--- config.mk ---
export PLATFORM = sky130hd
export DESIGN_NAME = mem_port_arbiter
export DESIGN_NICKNAME = d
export VERILOG_FILES = /design/src/rtl/mem_arb_pkg.sv /design/src/rtl/mem_lane_fmt.sv /design/src/rtl/mem_port_arbiter.sv
export SDC_FILE = /design/constraint.sdc
export NUM_CORES = 1
export LEC_CHECK = 0
export BUFFER_PORTS_ARGS = -buffer_cell sky130_fd_sc_hd__buf_2
export CAP_MARGIN = 20
export CORE_AREA = 8 8 101 103
export DETAILED_ROUTE_END_ITERATION = 8
export DIE_AREA = 0 0 109 111
export PLACE_DENSITY = 0.68
export SLEW_MARGIN = 20
export SYNTH_ARGS = -nofsm -noshare
export SYNTH_HDL_FRONTEND = slang
export SYNTH_SLANG_ARGS = --single-unit
--- constraint.sdc ---
create_clock -name clock -period 2.7 [get_ports clock]
set_clock_uncertainty 0.15 [all_clocks]
set_input_delay 0.135 -clock clock [delete_from_list [all_inputs] [get_ports clock]]
set_output_delay 0.135 -clock clock [all_outputs]
set_load 0.005 [all_outputs]
--- src/rtl/mem_arb_pkg.sv ---
// mem_arb_pkg: shared state encoding, access sizes and default memory window for mem_port_arbiter.
package mem_arb_pkg;
  typedef enum logic [1:0] {IDLE, BUSY_F, BUSY_D, ERR_RSP} state_e;
  localparam logic [1:0] SZ_BYTE = 2'b00;
  localparam logic [1:0] SZ_HALF = 2'b01;
  localparam logic [1:0] SZ_WORD = 2'b10;
  localparam logic [31:0] BASE_ADDR_DEF = 32'h0100_0000;
endpackage

--- src/rtl/mem_lane_fmt.sv ---
// mem_lane_fmt: byte enables, lane-replicated write data and misalignment flag for one access.
module mem_lane_fmt
  import mem_arb_pkg::*;
(
  input  logic [1:0]  size_i,
  input  logic [1:0]  addr_i,
  input  logic [31:0] wdata_i,
  output logic [3:0]  be_o,
  output logic [31:0] wdata_o,
  output logic        misalign_o
);
  always_comb begin
    be_o = size_i == SZ_BYTE ? 4'b0001 << addr_i :
           size_i == SZ_HALF ? 4'b0011 << {addr_i[1], 1'b0} :
           size_i == SZ_WORD ? 4'b1111 : 4'b0000;
    wdata_o = size_i == SZ_BYTE ? {4{wdata_i[7:0]}} :
              size_i == SZ_HALF ? {2{wdata_i[15:0]}} : wdata_i;
    misalign_o = (size_i == SZ_HALF && addr_i[0]) || (size_i == SZ_WORD && addr_i != 2'b00);
  end
endmodule

--- src/rtl/mem_port_arbiter.sv ---
// mem_port_arbiter: arbitrates fetch and data ports onto one memory port, one access outstanding.
module mem_port_arbiter
  import mem_arb_pkg::*;
#(
  parameter logic [31:0] BASE_ADDR    = BASE_ADDR_DEF,
  parameter int          MEM_DEPTH    = 1024,
  parameter int          MAX_DATA_RUN = 4
) (
  input  logic        clock,
  input  logic        reset,
  input  logic        f_req,
  input  logic [31:0] f_addr,
  output logic        f_gnt,
  output logic        f_rvalid,
  output logic [31:0] f_rdata,
  output logic        f_err,
  input  logic        d_req,
  input  logic        d_we,
  input  logic [1:0]  d_size,
  input  logic [31:0] d_addr,
  input  logic [31:0] d_wdata,
  output logic        d_gnt,
  output logic        d_rvalid,
  output logic [31:0] d_rdata,
  output logic        d_err,
  output logic        mem_req,
  output logic        mem_we,
  output logic [31:0] mem_addr,
  output logic [31:0] mem_wdata,
  output logic [3:0]  mem_be,
  input  logic        mem_rvalid,
  input  logic [31:0] mem_rdata
);
  localparam int RW = $clog2(MAX_DATA_RUN + 2);
  localparam logic [RW-1:0] RUN_MAX = RW'(MAX_DATA_RUN);
  localparam logic [32:0] LIMIT = {1'b0, BASE_ADDR} + (33'(MEM_DEPTH) << 2);
  state_e state_q, state_d;
  logic [RW-1:0] run_cnt_q, run_cnt_d;
  logic err_f_q, err_f_d;
  logic live, f_win, d_win, legal, misalign;
  logic [31:0] sel_addr, fmt_wdata;
  logic [1:0] sel_size;
  logic [3:0] fmt_be;
  assign live = !reset;
  assign f_win = live && state_q == IDLE && f_req && (!d_req || run_cnt_q == RUN_MAX);
  assign d_win = live && state_q == IDLE && d_req && !f_win;
  assign sel_addr = f_win ? f_addr : d_addr;
  assign sel_size = f_win ? SZ_WORD : d_size;
  mem_lane_fmt u_fmt (
    .size_i    (sel_size),
    .addr_i    (sel_addr[1:0]),
    .wdata_i   (f_win ? 32'h0 : d_wdata),
    .be_o      (fmt_be),
    .wdata_o   (fmt_wdata),
    .misalign_o(misalign)
  );
  // 33-bit compare keeps BASE_ADDR + 4*MEM_DEPTH from wrapping near the top of the space
  assign legal = {1'b0, sel_addr} >= {1'b0, BASE_ADDR} && {1'b0, sel_addr} < LIMIT &&
                 !misalign && sel_size != 2'b11;
  always_comb begin
    state_d   = state_q;
    run_cnt_d = run_cnt_q;
    err_f_d   = err_f_q;
    f_gnt     = f_win;
    d_gnt     = d_win;
    mem_req   = (f_win || d_win) && legal;
    mem_we    = mem_req && d_win && d_we;
    mem_addr  = mem_req ? {sel_addr[31:2], 2'b00} : 32'h0;
    mem_be    = mem_req ? fmt_be : 4'h0;
    mem_wdata = mem_req ? fmt_wdata : 32'h0;
    f_err     = live && state_q == ERR_RSP && err_f_q;
    d_err     = live && state_q == ERR_RSP && !err_f_q;
    f_rvalid  = f_err || (live && state_q == BUSY_F && mem_rvalid);
    d_rvalid  = d_err || (live && state_q == BUSY_D && mem_rvalid);
    f_rdata   = live && state_q == BUSY_F && mem_rvalid ? mem_rdata : 32'h0;
    d_rdata   = live && state_q == BUSY_D && mem_rvalid ? mem_rdata : 32'h0;
    if (f_win || d_win) begin
      state_d   = !legal ? ERR_RSP : f_win ? BUSY_F : BUSY_D;
      err_f_d   = f_win;
      run_cnt_d = f_win ? '0 : (f_req && run_cnt_q != RUN_MAX) ? RW'(run_cnt_q + 1'b1) : run_cnt_q;
    end else if (((state_q == BUSY_F || state_q == BUSY_D) && mem_rvalid) || state_q == ERR_RSP) begin
      state_d = IDLE;
    end
  end
  always_ff @(posedge clock) begin
    if (reset) begin
      state_q   <= IDLE;
      run_cnt_q <= '0;
      err_f_q   <= 1'b0;
    end else begin
      state_q   <= state_d;
      run_cnt_q <= run_cnt_d;
      err_f_q   <= err_f_d;
    end
  end
endmodule

==> impl_metrics.xml <==
<?xml version="1.0" encoding="UTF-8"?>
<metrics>
  <group name="floorplan">
    <metric name="die_footprint" unit="mm²">0.0121</metric>
    <metric name="core_region_area" unit="mm²">0.00855</metric>
    <metric name="die_height" unit="µm">111</metric>
    <metric name="io_pins" unit="">276</metric>
    <metric name="floorplan.rows" unit="">34</metric>
    <metric name="initial_utilization" unit="%">23.5</metric>
    <metric name="die_w" unit="µm">109</metric>
  </group>
  <group name="critical_path">
    <metric name="crit_path_end_kind" unit="">output port</metric>
    <metric name="cp.required" unit="ns">2.41</metric>
    <metric name="cell_with_the_biggest_individual_delay_on_the_critical_path" unit="">or4_1</metric>
    <metric name="timing.setup.critical_path_class" unit="">register to output port</metric>
    <metric name="worstPathBufferInverterCount" unit="">4</metric>
    <metric name="arrival" unit="ns">2.28</metric>
    <metric name="slowest_delay" unit="ns">0.51</metric>
    <metric name="cp-start-kind" unit="">register</metric>
    <metric name="worstPathCellList" unit="">inv_1, ha_1, a21bo_2, nand2_4, inv_2, or4_1, buf_4, a21oi_1, buf_2</metric>
    <metric name="worst_path_dominant_cell_family" unit="">simple AND/OR/NAND/NOR gates</metric>
    <metric name="worstPathMaxFanout" unit="">16</metric>
  </group>
  <group name="synthesis">
    <metric name="yosysWarnings" unit="">0</metric>
    <metric name="yosys.area.top_type_share" unit="%">22.8</metric>
    <metric name="synthTopCellsByArea" unit="">and2_1 23%, a21oi_1 8.2%, buf_4 8.2%</metric>
    <metric name="synth-seq-area-share" unit="%">5.99</metric>
    <metric name="synthesis.instances" unit="">325</metric>
    <metric name="synthDistinctLibCells" unit="">42</metric>
    <metric name="netlist.top_cell.by_area" unit="">and2_1</metric>
    <metric name="synth_area_per_cell" unit="µm²">6.18</metric>
    <metric name="synth_enable_flop_cells" unit="">0</metric>
    <metric name="ys_ff_latch" unit="">6</metric>
    <metric name="synth_top_flop_cell" unit="">dfxtp_1</metric>
    <metric name="synth_async_sr_flop_share" unit="%">0</metric>
    <metric name="mappedNetlistArea" unit="mm²">0.00201</metric>
  </group>
  <group name="grt">
    <metric name="globalRoute.busiestLayer" unit="">met2</metric>
    <metric name="maximum_number_of_pins_on_one_net_before_global_route_repair" unit="">34</metric>
    <metric name="globalRouteTotalUtil" unit="%">16.9</metric>
    <metric name="vias_in_the_first_global_route" unit="">3341</metric>
    <metric name="initial_antenna_violation_count" unit="">1</metric>
    <metric name="use_met2" unit="%">33.6</metric>
    <metric name="grt-ovfl-total" unit="">0</metric>
    <metric name="globalRouteMet3Util" unit="%">4.42</metric>
    <metric name="grt_use_met1" unit="%">16.4</metric>
    <metric name="wire_length_of_the_first_global_routing_pass" unit="mm">16.6</metric>
  </group>
  <group name="clocking">
    <metric name="cts.root.buffer_cell" unit="">clkbuf_8</metric>
    <metric name="clk_latency" unit="ns">0.23</metric>
    <metric name="total_clock_buffers_created_by_cts" unit="">3</metric>
    <metric name="cts_clock_pin_slew_for_the_worst_setup_and_hold_paths" unit="ns">0.04</metric>
    <metric name="cts_tree" unit="">yes</metric>
    <metric name="clkSinkCount" unit="">6</metric>
    <metric name="htree_num_levels" unit="">1</metric>
    <metric name="maximum_count_of_clock_buffers_along_a_single_path" unit="">2</metric>
  </group>
  <group name="sta">
    <metric name="maxSlewViolCount" unit="">0</metric>
    <metric name="worst_slew_margin_relative_to_its_limit" unit="%">46.0</metric>
    <metric name="max_clk_rate" unit="GHz">0.389</metric>
    <metric name="timing_hold_violations_final" unit="">0</metric>
    <metric name="finalSetupViolations" unit="">0</metric>
    <metric name="tightestPinTransition" unit="ns">0.810</metric>
    <metric name="postLayoutSetupSlackWorst" unit="ns">0.131</metric>
    <metric name="final_min_period_over_clock_period" unit="%">95.2</metric>
    <metric name="crit_path_time_final" unit="ns">2.57</metric>
    <metric name="worst_hold_slack" unit="ns">0.0615</metric>
  </group>
  <group name="drt">
    <metric name="routed_wirelength" unit="mm">11.5</metric>
    <metric name="initialDrtViolationCount" unit="">142</metric>
    <metric name="avgViaCountPerCell" unit="">4.75</metric>
    <metric name="drc" unit="">0</metric>
    <metric name="dr.pass1.iters" unit="">4</metric>
    <metric name="number_of_nets_with_antenna_violations_after_routing" unit="">0</metric>
    <metric name="vias" unit="">3203</metric>
    <metric name="wire_per_inst" unit="µm">17.0</metric>
  </group>
  <group name="place">
    <metric name="place_worst_setup_slack" unit="ns">0.328</metric>
    <metric name="placement.io_buffers" unit="">254</metric>
    <metric name="dp.final_hpwl" unit="mm">10.1</metric>
    <metric name="routability_driven_placement_congestion_ratio" unit="">0.854</metric>
    <metric name="placed_cell_area" unit="mm²">0.00330</metric>
  </group>
  <group name="layout">
    <metric name="diodes_inserted" unit="">0</metric>
    <metric name="fillerInstances" unit="">924</metric>
    <metric name="drive_gt1_share" unit="%">49.2</metric>
    <metric name="area.growth.synth_to_final" unit="%">67.8</metric>
    <metric name="finish.net_count" unit="">711</metric>
    <metric name="stdcell_area" unit="mm²">0.00337</metric>
  </group>
  <group name="flow_run">
    <metric name="max-cap-violations" unit="">0</metric>
  </group>
  <group name="power_and_ir_drop">
    <metric name="max-vdd-ir-drop" unit="V">0.000158</metric>
    <metric name="leakagePower" unit="nW">2.05</metric>
    <metric name="power_density_of_the_placed_cells" unit="mW/mm²">248</metric>
  </group>
  <group name="min_path">
    <metric name="min-delay-path-class" unit="">primary input to register</metric>
  </group>
  <group name="run_status">
    <metric name="run_status" unit="">complete, no violations</metric>
  </group>
</metrics>
==> metrics by stage <==
| stage | power, mW | TNS, ns | std cells | util, % |
|---|---|---|---|---|
| after floorplan | 0.435 | 0 | 345 | - |
| after global placement | 0.662 | 0 | 672 | 38.6 |
| after detailed placement | 0.676 | 0 | 672 | 38.6 |
| after CTS | 0.819 | 0 | 675 | 39.1 |
| after global routing | 0.911 | -0.00421 | 675 | 39.4 |
| final | 0.836 | 0 | 675 | 39.4 |
==> worst paths after layout <==
path	startpoint	slack [ns]	depth (start not counted)	endpoint
setup reg to reg	run_cnt_q[0]	0.73	7	state_q[1]
hold reg to reg	run_cnt_q[1]	0.34	2	run_cnt_q[1]
hold / removal	reset	0.06	2	err_f_q
setup / recovery	run_cnt_q[0]	0.13	9	mem_wdata[9]
==> metal layers <==
metal / vias to the layer above / wire length, µm
li1: 1563 / -
met1: 1425 / 3950
met2: 199 / 5970
met3: 16 / 1340
met4: 0 / 225
met5: - / 0
==> report_power, final <==
group | total [mW] | leakage, nW | internal, mW | switching (mW)
clock network | 0.138 | 0.0216 | 0.0961 | 0.0422
logic | 0.565 | 1.98 | 0.263 | 0.302
registers | 0.132 | 0.0494 | 0.111 | 0.0212
total | 0.836 | 2.05 | 0.470 | 0.366
==> Yosys cell counts, types with 2 or more instances <==
cell type and instances:
nor3_1 3, ha_1 6, a21boi_0 2, and4_1 2, a21oi_1 33, buf_4 22
nor2_1 24, nor4_1 10, buf_1 2, a21oi_2 2, o32ai_1 2, nand2_1 28
a221oi_1 4, a221o_1 8, mux2i_1 8, inv_1 17, nor4b_1 2, clkbuf_1 18
o21ai_0 4, dfxtp_1 6, nand3_1 13, or2_2 3, nand4_1 11, and2_1 73
a31oi_1 2, and3_1 4
==> cell families after synthesis <==
family,share of synthesized area [%]
AOI/OAI and AO/OA,20.6
adders and majority gates,3.74
buffers and inverters,16.1
DFF,5.99
muxes,3.99
other,0.187
and+or+nand+nor,49.3
==> cell type report <==
| type | instances | area (µm²) | area share [%] |
|---|---|---|---|
| tap | 108 | 135 | 4.01 |
| clock buffer | 3 | 41.3 | 1.23 |
| sequential | 6 | 121 | 3.60 |
| inverter | 18 | 67.6 | 2.01 |
| multi-input combinational | 277 | 1660 | 49.4 |
| timing repair buffer | 263 | 1340 | 39.8 |
==> flip-flops by register name, summed over array words and instances, names as in the netlist <==
signal and count:
err_f_q 1, run_cnt_q 3, state_q 2
==> placed cells by master (no fill, tap or decap), drive strengths merged, types with 3 or more instances in the layout <==
| cell type | count |
|---|---|
| a221oi | 4 |
| and3 | 4 |
| clkbuf | 3 |
| nor3 | 3 |
| o21ai | 4 |
| nand2 | 29 |
| ha | 6 |
| a221o | 8 |
| or2 | 3 |
| buf | 263 |
| and2 | 73 |
| nand4 | 11 |
| nor2 | 24 |
| nor4 | 10 |
| a21oi | 35 |
| inv | 18 |
| nand3 | 13 |
| dfxtp | 6 |
| conb | 21 |
| mux2i | 8 |
==> repair_timing <==
| action | CTS | global route |
|---|---|---|
| setup endpoints to repair | 0 | 21 |
| buffers inserted | 0 | 0 |
| gates resized for setup | 0 | 5 |
| hold buffers | 0 | 0 |
Note: power is estimated with default switching activity, not from simulation.
